File: config.mk
export PLATFORM = sky130hd
export DESIGN_NAME = sha256_compress
export DESIGN_NICKNAME = d
export VERILOG_FILES = /design/src/rtl/sha256_compress.sv
export SDC_FILE = /design/constraint.sdc
export NUM_CORES = 2
export LEC_CHECK = 0
export BUFFER_PORTS_ARGS = -buffer_cell sky130_fd_sc_hd__buf_4
export CAP_MARGIN = 20
export CORE_MARGIN = 1
export CORE_UTILIZATION = 30
export DETAILED_ROUTE_END_ITERATION = 12
export PLACE_DENSITY = 0.44
export SYNTH_ARGS = -nofsm -noshare
export SYNTH_HDL_FRONTEND = slang
export SYNTH_SLANG_ARGS = --single-unit
File: constraint.sdc
create_clock -name clk -period 19.15 [get_ports clk]
set_input_delay 0 -clock clk [delete_from_list [all_inputs] [get_ports clk]]
set_output_delay 0 -clock clk [all_outputs]
set_load 0.02 [all_outputs]
File: src/rtl/sha256_compress.sv
`timescale 1ns/1ps
`default_nettype none
// ============================================================================
//  Module      : sha256_compress
//  Description : Iterative SHA-256 compression engine. Accepts a 256-bit
//                chaining value and a 512-bit padded block, runs the 64
//                rounds at ROUNDS_PER_CYCLE rounds per clock, and returns the
//                updated chaining value over a valid/ready handshake.
//  Revision    : 1.0 - initial release
// ============================================================================
module sha256_compress #(
    parameter int ROUNDS_PER_CYCLE = 1
) (
    input  logic         clk,
    input  logic         rst_n,
    input  logic         in_valid,
    output logic         in_ready,
    input  logic [255:0] state_in,
    input  logic [511:0] block_in,
    output logic         out_valid,
    input  logic         out_ready,
    output logic [255:0] digest_out,
    output logic         busy
);

    localparam int c_rounds = ROUNDS_PER_CYCLE;

    // Only power-of-two unroll factors that divide 64 evenly are supported,
    // so the final group of rounds always ends exactly on round 63.
    generate
        if (!(ROUNDS_PER_CYCLE == 1 || ROUNDS_PER_CYCLE == 2 ||
              ROUNDS_PER_CYCLE == 4 || ROUNDS_PER_CYCLE == 8)) begin : g_bad_rounds
            $error("sha256_compress: ROUNDS_PER_CYCLE must be 1, 2, 4 or 8");
        end
    endgenerate

    // Round constants K[0..63]
    localparam logic [31:0] c_k [0:63] = '{
        32'h428a2f98, 32'h71374491, 32'hb5c0fbcf, 32'he9b5dba5,
        32'h3956c25b, 32'h59f111f1, 32'h923f82a4, 32'hab1c5ed5,
        32'hd807aa98, 32'h12835b01, 32'h243185be, 32'h550c7dc3,
        32'h72be5d74, 32'h80deb1fe, 32'h9bdc06a7, 32'hc19bf174,
        32'he49b69c1, 32'hefbe4786, 32'h0fc19dc6, 32'h240ca1cc,
        32'h2de92c6f, 32'h4a7484aa, 32'h5cb0a9dc, 32'h76f988da,
        32'h983e5152, 32'ha831c66d, 32'hb00327c8, 32'hbf597fc7,
        32'hc6e00bf3, 32'hd5a79147, 32'h06ca6351, 32'h14292967,
        32'h27b70a85, 32'h2e1b2138, 32'h4d2c6dfc, 32'h53380d13,
        32'h650a7354, 32'h766a0abb, 32'h81c2c92e, 32'h92722c85,
        32'ha2bfe8a1, 32'ha81a664b, 32'hc24b8b70, 32'hc76c51a3,
        32'hd192e819, 32'hd6990624, 32'hf40e3585, 32'h106aa070,
        32'h19a4c116, 32'h1e376c08, 32'h2748774c, 32'h34b0bcb5,
        32'h391c0cb3, 32'h4ed8aa4a, 32'h5b9cca4f, 32'h682e6ff3,
        32'h748f82ee, 32'h78a5636f, 32'h84c87814, 32'h8cc70208,
        32'h90befffa, 32'ha4506ceb, 32'hbef9a3f7, 32'hc67178f2
    };

    typedef enum logic [1:0] {
        ST_IDLE = 2'd0,
        ST_RUN  = 2'd1,
        ST_DONE = 2'd2
    } state_t;

    function automatic logic [31:0] rotr(input logic [31:0] x, input int unsigned n);
        return (x >> n) | (x << (32 - n));
    endfunction

    function automatic logic [31:0] big_sigma0(input logic [31:0] x);
        return rotr(x, 2) ^ rotr(x, 13) ^ rotr(x, 22);
    endfunction

    function automatic logic [31:0] big_sigma1(input logic [31:0] x);
        return rotr(x, 6) ^ rotr(x, 11) ^ rotr(x, 25);
    endfunction

    function automatic logic [31:0] small_sigma0(input logic [31:0] x);
        return rotr(x, 7) ^ rotr(x, 18) ^ (x >> 3);
    endfunction

    function automatic logic [31:0] small_sigma1(input logic [31:0] x);
        return rotr(x, 17) ^ rotr(x, 19) ^ (x >> 10);
    endfunction

    function automatic logic [31:0] ch(input logic [31:0] e, input logic [31:0] f,
                                       input logic [31:0] g);
        return (e & f) ^ (~e & g);
    endfunction

    function automatic logic [31:0] maj(input logic [31:0] a, input logic [31:0] b,
                                        input logic [31:0] c);
        return (a & b) ^ (a & c) ^ (b & c);
    endfunction

    // Word 0 of every packed array is the most significant word, so a..h,
    // H0..H7 and W0..W15 line up directly with the big-endian port layout.
    state_t              r_state;
    logic                r_in_ready;
    logic                r_out_valid;
    logic                r_busy;
    logic [255:0]        r_digest;
    logic [5:0]          r_t;
    logic [0:7][31:0]    r_h;
    logic [0:7][31:0]    r_v;
    logic [0:15][31:0]   r_w;

    logic [0:7][31:0]    w_v_next;
    logic [0:15][31:0]   w_w_next;
    logic [0:7][31:0]    w_sum;
    logic                w_last;

    assign w_last = (({1'b0, r_t} + 7'(c_rounds)) == 7'd64);

    // One cycle of R chained rounds plus the matching schedule-window advance
    always_comb begin
        logic [31:0] ext [0:15+c_rounds];
        logic [31:0] v   [0:7];
        logic [31:0] t1;
        logic [31:0] t2;
        logic [5:0]  idx;
        t1  = '0;
        t2  = '0;
        idx = '0;
        // The window holds W[t..t+15]; extend it by R freshly scheduled words.
        // New words may depend on earlier new words, hence the chained loop.
        for (int k = 0; k < 16; k++) begin
            ext[k] = r_w[k];
        end
        for (int j = 0; j < c_rounds; j++) begin
            ext[16+j] = small_sigma1(ext[14+j]) + ext[9+j]
                      + small_sigma0(ext[1+j]) + ext[j];
        end
        for (int k = 0; k < 8; k++) begin
            v[k] = r_v[k];
        end
        for (int i = 0; i < c_rounds; i++) begin
            idx  = r_t + 6'(i);
            t1   = v[7] + big_sigma1(v[4]) + ch(v[4], v[5], v[6]) + c_k[idx] + ext[i];
            t2   = big_sigma0(v[0]) + maj(v[0], v[1], v[2]);
            v[7] = v[6];
            v[6] = v[5];
            v[5] = v[4];
            v[4] = v[3] + t1;
            v[3] = v[2];
            v[2] = v[1];
            v[1] = v[0];
            v[0] = t1 + t2;
        end
        for (int k = 0; k < 8; k++) begin
            w_v_next[k] = v[k];
            w_sum[k]    = r_h[k] + v[k];
        end
        for (int k = 0; k < 16; k++) begin
            w_w_next[k] = ext[k+c_rounds];
        end
    end

    // Control FSM and datapath registers; handshake outputs are registered
    always_ff @(posedge clk or negedge rst_n) begin
        if (!rst_n) begin
            r_state     <= ST_IDLE;
            r_in_ready  <= 1'b1;
            r_out_valid <= 1'b0;
            r_busy      <= 1'b0;
            r_digest    <= '0;
            r_t         <= '0;
            r_h         <= '0;
            r_v         <= '0;
            r_w         <= '0;
        end else begin
            case (r_state)
                ST_IDLE: begin
                    if (in_valid) begin
                        r_h        <= state_in;
                        r_v        <= state_in;
                        r_w        <= block_in;
                        r_t        <= '0;
                        r_state    <= ST_RUN;
                        r_in_ready <= 1'b0;
                        r_busy     <= 1'b1;
                    end
                end
                ST_RUN: begin
                    r_v <= w_v_next;
                    r_w <= w_w_next;
                    r_t <= r_t + 6'(c_rounds);
                    if (w_last) begin
                        r_digest    <= w_sum;
                        r_state     <= ST_DONE;
                        r_out_valid <= 1'b1;
                    end
                end
                ST_DONE: begin
                    if (out_ready) begin
                        r_state     <= ST_IDLE;
                        r_out_valid <= 1'b0;
                        r_in_ready  <= 1'b1;
                        r_busy      <= 1'b0;
                    end
                end
                default: begin
                    r_state     <= ST_IDLE;
                    r_out_valid <= 1'b0;
                    r_in_ready  <= 1'b1;
                    r_busy      <= 1'b0;
                end
            endcase
        end
    end

    assign in_ready   = r_in_ready;
    assign out_valid  = r_out_valid;
    assign busy       = r_busy;
    assign digest_out = r_digest;

endmodule
`default_nettype wire
Word level (Yosys, flattened, before mapping)
Memories as Yosys holds them, arrays and structs flattened.
Cells that the tools add are included.

word-level totals
  bits in registers = 1,291
  ROM bits = 2,048
  input port bits = 772
  memories = 1

cells by class
  $add $sub $neg = 20
  magnitude comparators = 1
  equality and inequality tests = 6
  mux-type cells = 20
  bitwise operators = 30
  reduce and logical (&&, ||, !) cells = 8

memory list
  name              depth  width  rd ports  clocked after memory_dff  write ports  line  text
  (name not given)  64     32     1         0                         0            136   t1 = v[7] + big_sigma1(v[4]) + ch(v[4], v[5], v[6]) + c_k[idx] + ext[i];

operators by type and width
  kind                                            number
  512-bit case mux with 2 select lines            1
  32-bit adder                                    18
  512-bit two-way mux                             1
  256-bit case mux with 2 select lines            1
  32-bit XOR                                      9
  256-bit two-way mux                             1
  32-bit bitwise AND                              5
  32-bit two-way mux                              2
  32-bit NOT                                      1
  10-bit by 32-bit bitwise OR with 32-bit output  1
  13-bit by 32-bit bitwise OR with 32-bit output  1
  14-bit by 32-bit bitwise OR with 32-bit output  1
  15-bit by 32-bit bitwise OR with 32-bit output  1
  19-bit by 32-bit bitwise OR with 32-bit output  1
  21-bit by 32-bit bitwise OR with 32-bit output  1
  25-bit by 32-bit bitwise OR with 32-bit output  1
  26-bit by 32-bit bitwise OR with 32-bit output  1
  30-bit by 32-bit bitwise OR with 32-bit output  1
  7-bit by 32-bit bitwise OR with 32-bit output   1
  32-bit by 22-bit XOR with 32-bit output         1
  32-bit by 29-bit XOR with 32-bit output         1
  6-bit case mux with 2 select lines              1
  1-bit case mux with 3 select lines              3
  3-bit AND reduction                             3
  other kinds (16)                                27

Longest topological paths before layout
  depth in word-level cells = 9
  depth in mapped cells = 48

Least setup slack after synthesis
OpenSTA, ideal clock, no wires.

  kind = reg2reg
  start = register r_t[1]
  end = register r_digest[255] (netlist: digest_out[255])
  setup time = 0.129 ns
  arrival time = 9.184 ns
  path slack = 9.838 ns
  cell stages (with the launch flop) = 42
  buffers on the path = 3
  period minus slack after synthesis = 9.312 ns
  cell sequence = dfrtp_1 clkbuf_1 inv_1 ha_1 clkbuf_1 and2_1 clkbuf_1 nor3_1 o311a_1 a31oi_1 fa_1 ha_1 fa_1 a21o_1 a41oi_1 a31oi_1 nor3_1 o21bai_1 [6 not listed] fa_1 inv_1 ha_1 nand2_1 o32ai_1 o41ai_1 a311oi_1 a31oi_1 o21ai_0 xor2_1 ha_1 a2111oi_0 a21oi_2 a211o_1 a21oi_1 xor2_1 xnor2_1 o21ai_1

between the ends
  word-level cells in the longest chain between the ends = 8

ends and longest elaborated chain
  item                                                    line  text
  start: declaration                                      100   logic [5:0] r_t;
  start signal: assignment                                184   r_t <= r_t + 6'(c_rounds);
  6-bit NOT with 7-bit output (implied by the code)       136
  memory read 64 x 32 bit                                 -
  32-bit two-way mux (implied by the code) (2 in series)  136
  32-bit adder (2 in series)                              136
  32-bit adder                                            145   v[0] = t1 + t2;
  32-bit adder                                            149   w_sum[k] = r_h[k] + v[k];
  end signal: assignment                                  186   r_digest <= w_sum;
  end: declaration                                        99    logic [255:0] r_digest;

Parallel ways exist; a longest one is shown, timed or not. The select of a mux whose other input is x is not followed.
A chain may end at the register's enable or synchronous reset.

Worst setup path after layout
Ends and elaborated chain as after synthesis.

==> results.cfg <==
[critical_path]
cpPeakStageDelay_ns = 0.61
critical_path.top_delay_family = compound AO/OA/AOI/OAI gates
end_kind = flip-flop
critical_path.slowest_cell = ha_1
cp-start-kind = flip-flop
critical_path_arrival_ns = 11.64
cp.required_ns = 19.81
worstSetupPathType = reg -> reg
cp_common_cell = a21o_1
cp_num_buf_inv = 4
cp_max_fo = 17

[cts]
cts_setup_buffers = 0
cts_root_buf = clkbuf_16
clkLatencyLatePin_ns = 0.87
cts_tree = yes
cts_buffer_depth = 3
post_cts_resize_count = 0
clkSlewWorstSetupHoldPaths_ns = 0.06
h-tree-depth = 4
cts_num_sinks = 1291
cts-buffers-inserted = 166
ctsHoldBuffers = 1388

[floorplan]
start_util_pct = 30.1
fp.dieW_um = 518
die_y_um = 518
die_area_um2 = 268000
core_area_um2 = 265000
num_io_pins = 1031
num_rows = 189

[timing]
rsz0062_at_grt = no
fin_skew_ns = 0.0694
finalCritPeriodShare_pct = 57.4
worst_slew_pin_slew_ns = 1.38
final.setup.tns_ns = 0
final_max_slew_viol_count = 0
post-route-worst-setup-slack_ns = 8.17
finalSetupViolCount = 0
finalHoldViolations = 0
fmax_mhz = 91.0
fin_crit_ns = 10.98
maxSlewHeadroom_pct = 8.31
fin_hold_ws_ns = 0.0545

[routing]
drt.antenna.violating_nets = 0
avgViaCountPerCell = 5.10
via_count = 78300
routed_wl_um = 393000
drt_first_pass_iters = 8
drc_errors = 0
wl_per_cell_um = 25.6
drt-initial-drc-count = 6181

[cells_and_area]
syn_to_final_growth_pct = 38.2
drive_above_1_share_pct = 12.7
nets = 13000
postLayoutCoreUtil_pct = 41.7

[job]
drv_cap = 0

[min_path]
hold_path_class = in -> reg

[synth]
synth_ff_type = dfrtp_1
synth_area_um2 = 79800
synth_area_leaders = dfrtp_1, nand2_1, ha_1
synth_top_cell_by_area = dfrtp_1
synth_area_per_cell_um2 = 8.35
ys_async_sr_fraction_pct = 100
ys_seq_elements = 1291
synth_top_area_share_pct = 40.4
syn-num-nets = 10900
synth_cell_types = 91
ys_warn_count = 0
seq_area_frac_synth_pct = 40.5
synth_edf_count = 0
syn_inst = 9558

[placed_design]
dp_hpwl_um = 299000
place_congestion = 0.908
portBuffers = 1030
post-place-ws_ns = 8.37

[global_route]
grt_pass1_vias = 78100
grt_overflow = 0
grt_pass1_wl_um = 561000
antenna_found_initial = 63
grt_use_total_pct = 28.5
grt_start_max_net_pins = 211

[outcome]
status = completed
-- layout make-up --
| cell class | instances | area, µm² |
|---|---|---|
| Inverter | 495 | 1860 |
| Fill cell | 26500 | 154000 |
| Multi-Input combinational cell | 7164 | 43500 |
| Sequential cell | 1291 | 32300 |
| Clock inverter | 65 | 957 |
| Clock buffer | 229 | 4720 |
| Antenna cell | 52 | 130 |
| Tap cell | 3533 | 4420 |
| Timing Repair Buffer | 2517 | 22500 |
-- kinds of logic (layout without fill, tap and decap cells) --
family,count (synthesis),after routing,synth area share [%]
other,0,52,0
flip-flops,1291,1291,40.5
AO/OA/AOI/OAI,2229,2229,17.6
XOR/XNOR,582,582,6.41
multiplexers,47,47,0.704
adder cells (fa/ha/maj),597,597,11.2
buffers and inverters,1103,3306,5.19
AND/OR/NAND/NOR,3709,3709,18.5
-- layer usage --
metal	track usage, %	share of wire, %
met1	38.1	44
met2	47.3	47
met3	4.28	5.4
met4	8.83	3.3
met5	0	0.045
-- cells in the mapped netlist (14+ instances only) --
master / instances
nand2_1: 2409
dfrtp_1: 1290
nor2_1: 914
a31oi_1: 723
clkbuf_1: 574
inv_1: 493
o21ai_0: 460
ha_1: 397
a21oi_1: 392
xnor2_1: 311
xor2_1: 269
a21o_1: 203
fa_1: 195
nor3_1: 74
nand3_1: 64
o21a_1: 64
nand2b_1: 57
o21bai_1: 51
and3_1: 49
a211oi_1: 43
nor2b_1: 40
o31ai_1: 40
buf_1: 34
mux2_2: 33
a222oi_1: 29
o211ai_1: 29
nand4_1: 22
or3_1: 21
o22ai_1: 19
a311oi_1: 15
and2_1: 14
-- final timing paths --
| path | from | to | slack [ns] | cells after the start |
|---|---|---|---|---|
| min in group asynchronous | rst_n | r_w[165] | 0.50 | 4 |
| max | r_t[1] | digest_out[255] | 8.17 | 39 |
| max in group asynchronous | rst_n | digest_out[70] | 14.70 | 8 |
| min reg2reg | digest_out[204] | digest_out[204] | 0.47 | 2 |
| min | state_in[21] | r_h[21] | 0.05 | 4 |
| max reg2reg | r_t[1] | digest_out[255] | 8.17 | 39 |
-- cells in the final DEF, fill, tap and decap left out, types with 15 or more instances in the layout --
cell type | Yosys | layout
a211oi_1 | 43 | 43
a21o_1 | 203 | 203
a21oi_1 | 392 | 392
a222oi_1 | 29 | 29
a311oi_1 | 15 | 15
a31oi_1 | 723 | 723
and3_1 | 49 | 49
buf_4 | 0 | 1121
bufinv_16 | 0 | 15
clkbuf_1 | 574 | 30
clkbuf_16 | 0 | 166
clkbuf_8 | 0 | 33
clkinv_2 | 0 | 26
dfrtp_1 | 1290 | 1285
diode_2 | 0 | 52
dlygate4sd3_1 | 0 | 1387
fa_1 | 195 | 195
ha_1 | 397 | 397
inv_1 | 493 | 492
mux2_2 | 33 | 33
nand2_1 | 2409 | 2407
nand2b_1 | 57 | 57
nand3_1 | 64 | 63
nand4_1 | 22 | 22
nor2_1 | 914 | 911
nor2b_1 | 40 | 40
nor3_1 | 74 | 74
o211ai_1 | 29 | 29
o21a_1 | 64 | 64
o21ai_0 | 460 | 460
o21bai_1 | 51 | 51
o22ai_1 | 19 | 19
o31ai_1 | 40 | 40
or3_1 | 21 | 21
xnor2_1 | 311 | 311
xor2_1 | 269 | 269
-- worst reg2reg max path, delay by kind of cell, from the launching register on --
| kind | cells | cell delay, ns |
|---|---|---|
| flip-flops | 1 | 0.32 |
| adder cells (fa/ha/maj) | 7 | 2.98 |
| AO/OA/AOI/OAI | 20 | 5.10 |
| XOR/XNOR | 4 | 0.96 |
| buffers and inverters | 4 | 0.71 |
| AND/OR/NAND/NOR | 4 | 0.78 |
-- metrics by stage --
step,cell area [µm²],std cells
finish,110000,15300
detailed placement,90600,13600
CTS,110000,15300
floorplan,79800,9558
global route,110000,15300
global placement,90600,13600
-- registers in the layout (all words and copies together), names as in the netlist --
signal,flops
out_valid,1
digest_out,256
busy,1
r_h,256
in_ready,1
r_w,512
r_t,6
r_v,256
r_state,2
Power is left out: the tool's default activity adds up to more than one toggle a clock period on the data nets, which glitch-free logic cannot reach.
